===== src/rtl/req_tag_alloc_if.sv =====
// Request/issue/completion bundle for the tag allocator.
// master: request/completion source; slave: allocator.
interface req_tag_alloc_if #(
  parameter int TAG_WIDTH = 3,
  parameter int HIS_WIDTH = 4,
  parameter int CNT_WIDTH = 4
);
  localparam int HW = (HIS_WIDTH == 0) ? 1 : HIS_WIDTH;

  logic                 req_vld;
  logic                 req_rdy;
  logic [HW-1:0]        req_his;
  logic                 iss_vld;
  logic                 iss_rdy;
  logic [TAG_WIDTH-1:0] iss_tag;
  logic [HW-1:0]        iss_his;
  logic                 cpl_vld;
  logic [TAG_WIDTH-1:0] cpl_tag;
  logic                 cpl_last;
  logic                 err_spur;
  logic                 to_vld;
  logic [TAG_WIDTH-1:0] to_tag;
  logic [CNT_WIDTH-1:0] outstanding;

  modport master (
    output req_vld, req_his, iss_rdy,
    output cpl_vld, cpl_tag, cpl_last,
    input  req_rdy, iss_vld, iss_tag, iss_his,
    input  err_spur, to_vld, to_tag, outstanding
  );

  modport slave (
    input  req_vld, req_his, iss_rdy,
    input  cpl_vld, cpl_tag, cpl_last,
    output req_rdy, iss_vld, iss_tag, iss_his,
    output err_spur, to_vld, to_tag, outstanding
  );
endinterface


===== src/rtl/req_tag_alloc.sv =====
// Request tag allocator: lowest-free tag issue, completion free, timeouts.
// Ports: clk, rst (async, active-high), bus (req_tag_alloc_if.slave).
module req_tag_alloc #(
  parameter int TAG_COUNT = 8,
  parameter int HIS_WIDTH = 4,
  parameter int TAG_WIDTH = $clog2(TAG_COUNT),
  parameter int CNT_WIDTH = $clog2(TAG_COUNT + 1),
  parameter int TO_WIDTH  = 10,
  parameter int TIMEOUT   = 1023
) (
  input logic           clk,
  input logic           rst,
  req_tag_alloc_if.slave bus
);
  localparam int HW = (HIS_WIDTH == 0) ? 1 : HIS_WIDTH;

  logic [TAG_COUNT-1:0] busy;
  logic [TAG_COUNT-1:0] pend;
  logic [TAG_COUNT-1:0] busy_nxt;
  logic [TAG_COUNT-1:0] pend_nxt;
  logic [TAG_COUNT-1:0] pend_eff;
  logic [TAG_COUNT-1:0] alloc_m;
  logic [TAG_COUNT-1:0] cpl_m;
  logic [TAG_COUNT-1:0] rep_m;
  logic [TAG_COUNT-1:0] free_m;
  logic [TO_WIDTH-1:0]  cnt [TAG_COUNT];

  logic                 any_free;
  logic                 req_rdy;
  logic                 accept;
  logic                 cpl_hit;
  logic                 rep_any;
  logic [TAG_WIDTH-1:0] free_idx;
  logic [TAG_WIDTH-1:0] rep_idx;
  logic [CNT_WIDTH-1:0] pop;

  logic                 iss_vld_q;
  logic [TAG_WIDTH-1:0] iss_tag_q;
  logic [HW-1:0]        iss_his_q;
  logic                 err_q;
  logic                 to_vld_q;
  logic [TAG_WIDTH-1:0] to_tag_q;
  logic [CNT_WIDTH-1:0] out_q;

  always_comb begin
    any_free = ~&busy;
    req_rdy  = any_free && (!iss_vld_q || bus.iss_rdy);
    accept   = bus.req_vld && req_rdy;

    free_idx = '0;
    for (int i = TAG_COUNT - 1; i >= 0; i--)
      if (!busy[i]) free_idx = TAG_WIDTH'(i);

    alloc_m = '0;
    if (accept) alloc_m[free_idx] = 1'b1;

    cpl_hit = bus.cpl_vld && busy[bus.cpl_tag];
    cpl_m   = '0;
    if (cpl_hit) cpl_m[bus.cpl_tag] = 1'b1;

    // A completion in the same cycle beats a pending timeout.
    pend_eff = pend & ~cpl_m;
    rep_any  = |pend_eff;
    rep_idx  = '0;
    for (int i = TAG_COUNT - 1; i >= 0; i--)
      if (pend_eff[i]) rep_idx = TAG_WIDTH'(i);
    rep_m = '0;
    if (rep_any) rep_m[rep_idx] = 1'b1;

    free_m   = rep_m | (bus.cpl_last ? cpl_m : '0);
    busy_nxt = (busy & ~free_m) | alloc_m;

    pend_nxt = '0;
    for (int t = 0; t < TAG_COUNT; t++)
      pend_nxt[t] = busy[t] && !free_m[t] && !cpl_m[t] &&
                    (pend[t] || ((TIMEOUT != 0) &&
                     cnt[t] == TO_WIDTH'(TIMEOUT - 1)));

    pop = '0;
    for (int i = 0; i < TAG_COUNT; i++)
      pop = pop + CNT_WIDTH'(busy_nxt[i]);
  end

  always_ff @(posedge clk or posedge rst) begin
    if (rst) begin
      for (int t = 0; t < TAG_COUNT; t++) cnt[t] <= '0;
    end else begin
      for (int t = 0; t < TAG_COUNT; t++) begin
        if (alloc_m[t] || cpl_m[t] || free_m[t])
          cnt[t] <= '0;
        else if (busy[t] && (TIMEOUT != 0) &&
                 cnt[t] != TO_WIDTH'(TIMEOUT))
          cnt[t] <= cnt[t] + TO_WIDTH'(1);
      end
    end
  end

  always_ff @(posedge clk or posedge rst) begin
    if (rst) begin
      busy      <= '0;
      pend      <= '0;
      iss_vld_q <= 1'b0;
      iss_tag_q <= '0;
      iss_his_q <= '0;
      err_q     <= 1'b0;
      to_vld_q  <= 1'b0;
      to_tag_q  <= '0;
      out_q     <= '0;
    end else begin
      busy     <= busy_nxt;
      pend     <= pend_nxt;
      out_q    <= pop;
      err_q    <= bus.cpl_vld && !busy[bus.cpl_tag];
      to_vld_q <= rep_any;
      if (rep_any) to_tag_q <= rep_idx;
      if (accept) begin
        iss_vld_q <= 1'b1;
        iss_tag_q <= free_idx;
        iss_his_q <= bus.req_his;
      end else if (bus.iss_rdy) begin
        iss_vld_q <= 1'b0;
      end
    end
  end

  assign bus.req_rdy     = req_rdy;
  assign bus.iss_vld     = iss_vld_q;
  assign bus.iss_tag     = iss_tag_q;
  assign bus.iss_his     = iss_his_q;
  assign bus.err_spur    = err_q;
  assign bus.to_vld      = to_vld_q;
  assign bus.to_tag      = to_tag_q;
  assign bus.outstanding = out_q;
endmodule


===== src/flat_wrapper.sv =====
// flat-port wrapper written by rule: the top's interface ports become plain ports
module req_tag_alloc_flat 
#(
  parameter int TAG_COUNT = 8,
  parameter int HIS_WIDTH = 4,
  parameter int TAG_WIDTH = $clog2(TAG_COUNT),
  parameter int CNT_WIDTH = $clog2(TAG_COUNT + 1),
  parameter int TO_WIDTH  = 10,
  parameter int TIMEOUT   = 1023
)
  (clk, rst, bus_req_vld, bus_req_his, bus_iss_rdy, bus_cpl_vld, bus_cpl_tag, bus_cpl_last, bus_req_rdy, bus_iss_vld, bus_iss_tag, bus_iss_his, bus_err_spur, bus_to_vld, bus_to_tag, bus_outstanding);
  req_tag_alloc_if #(.TAG_WIDTH(TAG_WIDTH), .HIS_WIDTH(HIS_WIDTH), .CNT_WIDTH(CNT_WIDTH)) bus_i ();
  input logic clk;
  input logic rst;
  input wire logic [$bits(bus_i.req_vld)-1:0] bus_req_vld;
  input wire logic [$bits(bus_i.req_his)-1:0] bus_req_his;
  input wire logic [$bits(bus_i.iss_rdy)-1:0] bus_iss_rdy;
  input wire logic [$bits(bus_i.cpl_vld)-1:0] bus_cpl_vld;
  input wire logic [$bits(bus_i.cpl_tag)-1:0] bus_cpl_tag;
  input wire logic [$bits(bus_i.cpl_last)-1:0] bus_cpl_last;
  output wire logic [$bits(bus_i.req_rdy)-1:0] bus_req_rdy;
  output wire logic [$bits(bus_i.iss_vld)-1:0] bus_iss_vld;
  output wire logic [$bits(bus_i.iss_tag)-1:0] bus_iss_tag;
  output wire logic [$bits(bus_i.iss_his)-1:0] bus_iss_his;
  output wire logic [$bits(bus_i.err_spur)-1:0] bus_err_spur;
  output wire logic [$bits(bus_i.to_vld)-1:0] bus_to_vld;
  output wire logic [$bits(bus_i.to_tag)-1:0] bus_to_tag;
  output wire logic [$bits(bus_i.outstanding)-1:0] bus_outstanding;
  assign bus_i.req_vld = bus_req_vld;
  assign bus_i.req_his = bus_req_his;
  assign bus_i.iss_rdy = bus_iss_rdy;
  assign bus_i.cpl_vld = bus_cpl_vld;
  assign bus_i.cpl_tag = bus_cpl_tag;
  assign bus_i.cpl_last = bus_cpl_last;
  assign bus_req_rdy = bus_i.req_rdy;
  assign bus_iss_vld = bus_i.iss_vld;
  assign bus_iss_tag = bus_i.iss_tag;
  assign bus_iss_his = bus_i.iss_his;
  assign bus_err_spur = bus_i.err_spur;
  assign bus_to_vld = bus_i.to_vld;
  assign bus_to_tag = bus_i.to_tag;
  assign bus_outstanding = bus_i.outstanding;
  req_tag_alloc #(.TAG_COUNT(TAG_COUNT), .HIS_WIDTH(HIS_WIDTH), .TAG_WIDTH(TAG_WIDTH), .CNT_WIDTH(CNT_WIDTH), .TO_WIDTH(TO_WIDTH), .TIMEOUT(TIMEOUT)) u_core (.clk(clk), .rst(rst), .bus(bus_i));
endmodule

===== config.mk =====
export PLATFORM = sky130hd
export DESIGN_NAME = req_tag_alloc_flat
export DESIGN_NICKNAME = d
export VERILOG_FILES = /design/src/rtl/req_tag_alloc_if.sv /design/src/rtl/req_tag_alloc.sv /design/src/flat_wrapper.sv
export SDC_FILE = /design/constraint.sdc
export NUM_CORES = 1
export LEC_CHECK = 0
export CORE_MARGIN = 3
export CORE_UTILIZATION = 65
export DETAILED_ROUTE_END_ITERATION = 10
export HOLD_SLACK_MARGIN = 0.08
export PLACE_DENSITY_LB_ADDON = 0.25
export SETUP_SLACK_MARGIN = 0.5
export SYNTH_ARGS = -nofsm -noshare
export SYNTH_HDL_FRONTEND = slang
export SYNTH_SLANG_ARGS = --single-unit

===== constraint.sdc =====
create_clock -name clk -period 11.1 [get_ports clk]
set_input_delay 2.775 -clock clk [delete_from_list [all_inputs] [get_ports clk]]
set_output_delay 2.775 -clock clk [all_outputs]
set_load 0.005 [all_outputs]

==> impl_metrics.ini <==
[critical_path]
crit_required_ps = 11500
cpMostUsedCell = fa_1
criticalPathCategory = in -> reg
end_kind = flip-flop
worstPathMaxFanout = 12
cp_slowest_cell = clkdlybuf4s50_1
critPathArrivalTime_ps = 7700
startpoint_type = primary input
slowest_delay_ps = 760
cp_cell_sequence = clkdlybuf4s50_1 -> mux2i_1 -> o22ai_2 -> o21ai_2 -> o21ai_0 -> and3_1 -> a31oi_1 -> a22o_1 -> ha_1 -> fa_1 -> inv_1 -> fa_1 -> inv_1 -> fa_1 -> fa_1 -> xor2_1

[clocking]
cts_max_level = 4
cts_tree = done
cts_buffers = 17
path_clk_slew_ps = 60
cts_root_buf = clkbuf_8
cts_buffer_depth = 2
post_cts_buffers = 0
clkLatencyLatePin_ps = 520
ctsHoldBuffers = 0
cts_resized = 0
numClockSinks = 113

[timing]
rsz0062_at_grt = false
post-route-min-period_ps = 7300
hold_violations = 0
worst_pin_slew_ps = 804
worst_slack_ps = 3800
slew_headroom_pct = 46.2
maxSlewViolCount = 0
setup_tns_ps = 0
fin_crit_sh_pct = 65.8
finalSetupViolCount = 0
fmax_mhz = 137
clock_skew_ps = 10.5

[synthesis]
yosysWarnings = 0
synthTopCellsByArea = dfrtp_1 45%, xor2_1 5.9%, nor2_1 5.6%
postSynth.asyncResetShare_pct = 100
syn_area_sq_um = 6250
ys_seq_area_share_pct = 45.3
ys_ff_latch = 113
synth_cell_types = 70
synth_nets = 673
synth_cells = 637
synth.avg_cell_area_sq_um = 9.81
synth_flop_cell = dfrtp_1
synth_top_cell_by_area = dfrtp_1
synth_top_area_share_pct = 45.3
synth_edf_count = 0

[placed_design]
hpwl_mm = 9.39
gp_congestion = 0.914
numPortBuffers = 30
dpl_worst_slack_ps = 3360

[worst_hold_path]
hold_path.class = reg -> reg

[floorplanning]
io-pin-count = 31
dieArea_sq_um = 10800
fp.coreArea_sq_um = 9280
start_util_pct = 67.3
die_y_um = 104
die_w_um = 104
num_rows = 35

[drt]
drt_first_iter_violations = 405
routed_via_density = 6.00
drt-total-wl_mm = 13.8
routed-via-count = 4890
drtPass1Iterations = 5
wl_met2_mm = 6.70
routedWlPerCell_um = 16.9
drt_drc_violations_left = 0
highest_layer = met4
ant_nets = 0
wl_met3_um = 634
drt-met1-wl_mm = 6.14

[global_routing]
overflow = 0
grt_max_degree = 59
grt_pass1_vias = 4936
antenna_found_initial = 0
grt_pass1_wl_mm = 24.1
grt_use_total_pct = 27.4

[power_and_ir_drop]
ir_drop_uv = 232
power_density_nw_per_um2 = 269
p_leak_nw = 3.21

[status]
status = completed

[finish]
nets = 710
area_growth_pct = 14.9
antennaDiodeCount = 0
drive_gt1_share_pct = 10.5

[flow_run]
drv_cap = 0
## critical path, delay by kind of cell
family          cells  cell delay, ps
xor+xnor            1             150
buf+inv             3             880
mux                 1             200
fa+ha+maj           5            2230
simple gates        1             260
compound gates      5            1190
## flip-flops by register name, summed over array words and instances, names as in the netlist
signal / flops
u_core.bus.to_tag: 3
u_core.pend: 8
u_core.busy: 8
u_core.bus.outstanding: 4
u_core.bus.iss_tag: 3
u_core.bus.iss_his: 4
u_core.bus.to_vld: 1
u_core.cnt: 80
u_core.bus.err_spur: 1
u_core.bus.iss_vld: 1
## per-stage QoR
step	total power (W)	hold slack (ps)	std cells	util [%]	area, sq um
finish	0.00194	473	815	77.4	7180
global route	0.00209	492	815	77.4	7180
floorplan	0.00120	470	637	-	6250
detailed placement	0.00142	463	784	71.4	6630
CTS	0.00194	476	815	77.4	7180
global placement	0.00137	456	784	71.4	6630
## layer usage
metal  GRT usage, %  vias up
met3           6.27       29
met2           45.4      126
li1               -     2321
met1           35.2     2414
met5              0        -
met4           9.97        0
## logic make-up after synthesis
kind of cell	Yosys count	synth area share, %
AND/OR/NAND/NOR	296	23.9
flip-flops	113	45.3
AO/OA/AOI/OAI	91	11.8
XOR/XNOR	73	10.2
buffers and inverters	35	2.80
adder cells (fa/ha/maj)	23	5.09
multiplexers	6	0.981
## cells in the final DEF, fill, tap and decap left out, drive strengths merged, types with 3 or more instances in the layout
cell           count
a31oi             11
and3              24
inv               21
o22ai              4
fa                 4
nand3             20
and4               6
o22a               3
clkinvlp           4
clkdlybuf4s50     30
a32o               3
ha                19
clkbuf            20
nor3              29
a31o               4
a211oi             9
clkinv             5
xnor2             31
a21oi              7
or2                5
o211ai             7
nor2b              5
o21ai             14
mux2i              5
nor2              93
and2               8
a21boi             4
dfrtp            113
and2b              5
a41oi              6
nand2b             6
nand2             62
xor2              42
nand4             29
## cell usage after synthesis (all sizes together), types with 4 or more instances
library cell,number
a21boi,4
ha,19
inv,21
nand4,29
and3,24
o211ai,7
nor2,93
dfrtp,113
and2b,5
a211oi,9
a31o,4
nor2b,5
or2,5
a31oi,11
mux2i,5
nand2b,6
nor3,29
xor2,42
a41oi,6
and4,6
o21ai,14
nand3,20
clkbuf,6
buf,8
a21oi,7
fa,4
and2,8
nand2,62
xnor2,31
o22ai,4
## power breakdown
part           switching, W  leakage [nW]  internal (W)
registers          0.000166          1.45      0.000562
clock network      0.000187         0.262      0.000321
logic              0.000389          1.50      0.000311
total              0.000741          3.21       0.00119
## final timing paths
kind	start	end	slack, ps	depth (start not counted)
setup / recovery	bus_cpl_tag[0]	u_core.bus.outstanding[2]$_DFF_PP0_	3800	16
hold / removal	u_core.bus.iss_his[0]$_DFFE_PP0P_	u_core.bus.iss_his[0]$_DFFE_PP0P_	470	2
setup reg to reg	u_core.busy[7]$_DFF_PP0_	u_core.bus.outstanding[2]$_DFF_PP0_	6300	15
hold reg to reg	u_core.bus.iss_his[0]$_DFFE_PP0P_	u_core.bus.iss_his[0]$_DFFE_PP0P_	470	2
max in group asynchronous	rst	u_core.cnt[31]$_DFFE_PP0P_	7220	3
min in group asynchronous	rst	u_core.bus.iss_his[0]$_DFFE_PP0P_	2720	2
## final cells by class
type / instances / area [sq um]
timing repair buffer: 32 / 315
clock buffer: 20 / 435
tap: 129 / 161
inverter: 21 / 81.3
sequential: 113 / 2830
multi-input combinational: 489 / 3250
clock inverter: 11 / 115
fill: 628 / 2100
Power figures use the tool's default switching activity.
